===== config.mk =====
export PLATFORM = sky130hd
export DESIGN_NAME = snoop_bus_ctrl
export DESIGN_NICKNAME = d
export VERILOG_FILES = /design/src/rtl/snoop_bus_ctrl.sv
export SDC_FILE = /design/constraint.sdc
export NUM_CORES = 1
export LEC_CHECK = 0
export ABC_AREA = 1
export CAP_MARGIN = 40
export CORE_MARGIN = 5
export CORE_UTILIZATION = 42
export CTS_BUF_LIST = sky130_fd_sc_hd__clkbuf_4
export DETAILED_ROUTE_END_ITERATION = 16
export GPL_ROUTABILITY_DRIVEN = 0
export MAX_ROUTING_LAYER = met4
export PLACE_DENSITY = 0.89
export SKIP_CTS_REPAIR_TIMING = 1
export SYNTH_ARGS = -nofsm -noshare
export SYNTH_HDL_FRONTEND = slang
export SYNTH_SLANG_ARGS = --single-unit

===== constraint.sdc =====
create_clock -name clk -period 2.25 [get_ports clk]
set_clock_uncertainty 0.05 [all_clocks]
set_input_delay 0.45 -clock clk [delete_from_list [all_inputs] [get_ports clk]]
set_output_delay 0.45 -clock clk [all_outputs]
set_load 0.005 [all_outputs]

===== src/rtl/snoop_bus_ctrl.sv =====
// Two-core snooping bus arbiter: round-robin grant, snoop/invalidate, cache-to-cache forward, unified memory.
// Build option: define SNOOP_FWD_EN to let a snoop hit on a miss be served from the other core's cache.
module snoop_bus_ctrl #(
  parameter int SNOOP_WAIT = 1
) (
  input  logic        clk,
  input  logic        rst,
  input  logic [1:0]  read_miss,
  input  logic [1:0]  write_miss,
  input  logic [1:0]  invalidate,
  input  logic [1:0]  u_we,
  input  logic [1:0]  u_re,
  input  logic [12:0] addr0,
  input  logic [12:0] addr1,
  input  logic [15:0] wdata0,
  input  logic [15:0] wdata1,
  output logic [1:0]  grant,
  output logic [1:0]  u_rdy,
  output logic [15:0] rd_data,
  output logic [1:0]  cpu_search,
  output logic [10:0] BOCI,
  output logic [1:0]  inval_out,
  input  logic [1:0]  cpu_search_found,
  input  logic [15:0] other_proc_data0,
  input  logic [15:0] other_proc_data1,
  output logic [12:0] mem_addr,
  output logic        mem_re,
  output logic        mem_we,
  output logic [15:0] mem_wdata,
  input  logic [15:0] mem_rdata,
  input  logic        mem_rdy
);

  typedef enum logic [1:0] {IDLE, SNOOP, FWD, MEM} state_t;
  typedef enum logic [2:0] {T_INV, T_RM, T_WM, T_RE, T_WE} req_t;

  localparam logic [2:0] LP_WAIT = 3'(SNOOP_WAIT);
`ifdef SNOOP_FWD_EN
  localparam bit LP_FWD = 1'b1;
`else
  localparam bit LP_FWD = 1'b0;
`endif

  state_t      r_state;
  state_t      w_next;
  req_t        r_type;
  req_t        w_type;
  logic        r_core;
  logic        r_ptr;
  logic [12:0] r_addr;
  logic [15:0] r_wdata;
  logic [2:0]  r_cnt;
  logic [10:0] r_boci;

  logic [1:0]  w_req;
  logic        w_any;
  logic        w_win;
  logic        w_other;
  logic        w_done;
  logic        w_snoop_type;
  logic [12:0] w_addr;

  assign w_req   = read_miss | write_miss | invalidate | u_we | u_re;
  assign w_any   = |w_req;
  // Contention is settled by the pointer; a lone requester wins outright.
  assign w_win   = (w_req == 2'b11) ? r_ptr : w_req[1];
  assign w_other = ~r_core;
  assign w_addr  = w_win ? addr1 : addr0;
  assign BOCI    = r_boci;

  always_comb begin
    w_type = T_INV;
    if (u_we[w_win])            w_type = T_WE;
    else if (u_re[w_win])       w_type = T_RE;
    else if (write_miss[w_win]) w_type = T_WM;
    else if (read_miss[w_win])  w_type = T_RM;
  end

  assign w_snoop_type = (w_type == T_WM) || (w_type == T_RM) || (w_type == T_INV);

  always_comb begin
    w_next     = r_state;
    w_done     = 1'b0;
    grant      = 2'b00;
    u_rdy      = 2'b00;
    rd_data    = 16'h0000;
    cpu_search = 2'b00;
    inval_out  = 2'b00;
    mem_addr   = 13'h0000;
    mem_re     = 1'b0;
    mem_we     = 1'b0;
    mem_wdata  = 16'h0000;
    unique case (r_state)
      IDLE: begin
        if (w_any) w_next = w_snoop_type ? SNOOP : MEM;
      end
      SNOOP: begin
        grant[r_core] = 1'b1;
        if (r_cnt != LP_WAIT) begin
          cpu_search[w_other] = 1'b1;
        end else begin
          // Sample cycle: the search strobe is down, the hit is read once.
          if ((r_type == T_WM) || (r_type == T_INV)) inval_out[w_other] = 1'b1;
          if (r_type == T_INV) begin
            u_rdy[r_core] = 1'b1;
            w_done        = 1'b1;
            w_next        = IDLE;
          end else if (LP_FWD && cpu_search_found[w_other]) begin
            w_next = FWD;
          end else begin
            w_next = MEM;
          end
        end
      end
      FWD: begin
        grant[r_core] = 1'b1;
        u_rdy[r_core] = 1'b1;
        rd_data       = r_core ? other_proc_data0 : other_proc_data1;
        w_done        = 1'b1;
        w_next        = IDLE;
      end
      MEM: begin
        grant[r_core] = 1'b1;
        mem_addr      = r_addr;
        mem_we        = (r_type == T_WE) && !rst;
        mem_re        = (r_type != T_WE) && !rst;
        mem_wdata     = (r_type == T_WE) ? r_wdata : 16'h0000;
        if (mem_rdy) begin
          u_rdy[r_core] = 1'b1;
          rd_data       = mem_rdata;
          w_done        = 1'b1;
          w_next        = IDLE;
        end
      end
      default: w_next = IDLE;
    endcase
  end

  always_ff @(posedge clk) begin
    if (rst) begin
      r_state <= IDLE;
      r_type  <= T_INV;
      r_core  <= 1'b0;
      r_ptr   <= 1'b0;
      r_addr  <= 13'h0000;
      r_wdata <= 16'h0000;
      r_cnt   <= 3'd0;
      r_boci  <= 11'h000;
    end else begin
      r_state <= w_next;
      if (r_state == IDLE && w_any) begin
        r_core  <= w_win;
        r_type  <= w_type;
        r_addr  <= w_addr;
        r_wdata <= w_win ? wdata1 : wdata0;
        r_cnt   <= 3'd0;
        if (w_snoop_type) r_boci <= w_addr[12:2];
      end
      if (r_state == SNOOP && r_cnt != LP_WAIT) r_cnt <= r_cnt + 3'd1;
      if (w_done) r_ptr <= w_other;
    end
  end

endmodule


==> results.md <==
- Status: completed
- DR pass1 iterations: 5
- Syn avg cell area: 6.13 µm²
- Syn-to-layout area delta: 74.9%
- RSZ-0062 raised after global routing: true
- Async SR Flop Fraction: 0
- Finish-stage setup viols: 0
- DR WL/cell: 14.9 µm
- Total wire length: 12.0 mm
- Initial antenna violation count: 0
- Hold path depth: 2
- Final core occ: 0.756
- Hpwl dp: 9.11 mm
- DR vias: 4019
- Ports: 187
- Startpoint Class: flop
- H-tree level count: 2
- Netlist Area Pre-Place: 3140 µm²
- Worst path arrival time: 1.70 ns
- Die width: 96.4 µm
- Max-cap viol count: 0
- Register bit total from synthesis: 50
- Slew HR: 0.791
- ANT cells: 0
- Total gr overflow: 0
- Commonest non-fill, non-tap cell in the layout: clkdlybuf4s50_1
- PortBufs: 184
- Yosys top cell by area: dfxtp_1
- Vias per Instance: 5.01
- Fin crit share: 0.978
- LEAKAGE: 2.88 nW
- Clk buf depth: 2
- Pwr/cell area: 970 nW/µm²
- Gr usage total: 0.240
- Worst IR Drop VDD: 576 µV
- Sink of the worst hold path: r_wdata[1]
- Sequential-to-total area share from yosys stat: 0.319
- Hold Path Class: reg2reg
- Reg2reg start: r_state[0]
- Row Count: 31
- CP Data Required Time: 1.75 ns
- Gate Count Post-Synth: 512
- Worst Min Path Start: r_wdata[1]
- Critical Path Fanout Max: 6
- Synth top area cells: dfxtp_1, nand2_1, nor2_1
- Die Span Y: 96.4 µm
- Most frequent cells in the layout: clkdlybuf4s50_1, nand2_1, nor2_1
- DR iter-0 viols: 226
- ANT nets after route: 0
- Core area: 7250 µm²
- CTS root buf: clkbuf_4
- Clk Latency, worst-skew pair: 0.35 ns
- Initial core utilization: 0.432
- Worst-path clk slew: 0.14 ns
- Post-synthesis cell type count: 32
- Worst R2R End: BOCI[10]
- CTS tree: done
- Reg2reg setup slack: 0.61 ns
- Ratio of cells with drive above 1 in the final layout: 0.149
- Number of synthesized flops with an enable pin: 0
- DRC viols: 0
- Pins Over Slew Limit: 0
- Fin Setup TNS: 0 ns
- Vias in the first global route: 3807
- Hold Vio Cnt, Final: 0
- WS Path Type: reg2out
- FF-to-FF path depth: 8
- Post-layout min period: 2.20 ns
- Crit end category: output port
- CTS sink count: 50
- Max Fclk: 455 MHz
- Nets: 826
- Die ar.: 9300 µm²
- Largest net degree at the start of global routing: 38
- Synth warn: 0
- Syn Nets: 635
- TritonCTS Buffers: 5
- Prevailing post-synth register cell: dfxtp_1
- First-pass GRT wire length: 17.2 mm
- Worst slew pin tran: 0.313 ns
- Synth top area share: 0.319
==> worst max path at each step <==
stage | startpoint | endpoint | slack, ns | cells after the start
finish | r_state[0] | rd_data[6] | 0.05 | 9
global route | r_state[0] | rd_data[6] | -0.03 | 9
CTS | r_cnt[1] | inval_out[0] | -0.41 | 6
detailed placement | mem_rdy | rd_data[6] | -0.25 | 7
global placement | mem_rdy | rd_data[6] | -0.26 | 7
floorplan | mem_rdy | rd_data[11] | 0.51 | 5
==> metal layers <==
layer | vias up | share of wire | global-route usage
li1 | 1998 | - | -
met1 | 1829 | 0.38 | 0.254
met2 | 176 | 0.51 | 0.441
met3 | 16 | 0.097 | 0.0627
met4 | 0 | 0.014 | 0.0666
met5 | - | 0 | -
==> worst max-delay path, stage by stage (launching register included) <==
cell,delay (ns)
dfxtp_4,0.41
nand2_4,0.08
nor2_4,0.16
buf_6,0.11
buf_6,0.11
buf_4,0.11
buf_4,0.10
nand2_1,0.06
nand3_2,0.10
clkbuf_2,0.12
==> flip-flops by register name (all words and copies together) (netlist names) <==
name and count:
r_cnt 3, r_addr 13, r_core 1, r_ptr 1, r_type 3, r_wdata 16
BOCI 11, r_state 2
==> kinds of logic after synthesis <==
group           count (synthesis)  share of synthesized area
simple gates                  331                      0.469
buf+inv                        66                     0.0945
compound gates                 63                      0.109
flops                          50                      0.319
fa+ha+maj                       2                    0.00798
==> cell usage after synthesis, types with 2 or more instances <==
cell	instances
nand2_1	129
nor2_1	106
nand3_1	54
dfxtp_1	50
inv_1	33
a21oi_1	24
nor2_2	23
clkbuf_1	19
o21ai_0	18
o21ai_1	14
buf_2	5
nand2_2	5
buf_6	3
nand2_4	3
nand3b_1	3
nor2_4	3
ha_1	2
inv_2	2
nand3_4	2
o211ai_1	2
==> area by class of cell <==
| cell class | count | area [µm²] |
|---|---|---|
| repair buffers | 213 | 2220 |
| multi-input cells | 396 | 1930 |
| fillers | 574 | 1770 |
| flip-flops and latches | 50 | 1010 |
| inverters | 37 | 144 |
| well taps | 99 | 124 |
| clock buffers | 6 | 45.0 |
| clock inverters | 1 | 7.51 |
==> report_power, final <==
part	switching [mW]	internal [mW]	leakage [nW]
clock	0.274	0.129	0.0278
sequential	0.224	1.24	0.415
combinational	1.92	1.54	2.44
==> metrics by stage <==
step | worst slack (ns) | instances | instance area, µm² | hold WS, ns | total power [mW]
6_report | 0.0498 | 802 | 5490 | 0.424 | 5.32
5_1_grt | -0.0333 | 802 | 5490 | 0.443 | 5.76
4_1_cts | -0.412 | 795 | 5230 | 0.425 | 5.17
3_5_place_dp | -0.247 | 788 | 5180 | 0.405 | 4.76
3_3_place_gp | -0.257 | 788 | 5180 | 0.384 | 4.65
2_1_floorplan | 0.514 | 512 | 3140 | 0.371 | 3.37
Power figures use the tool's default switching activity.
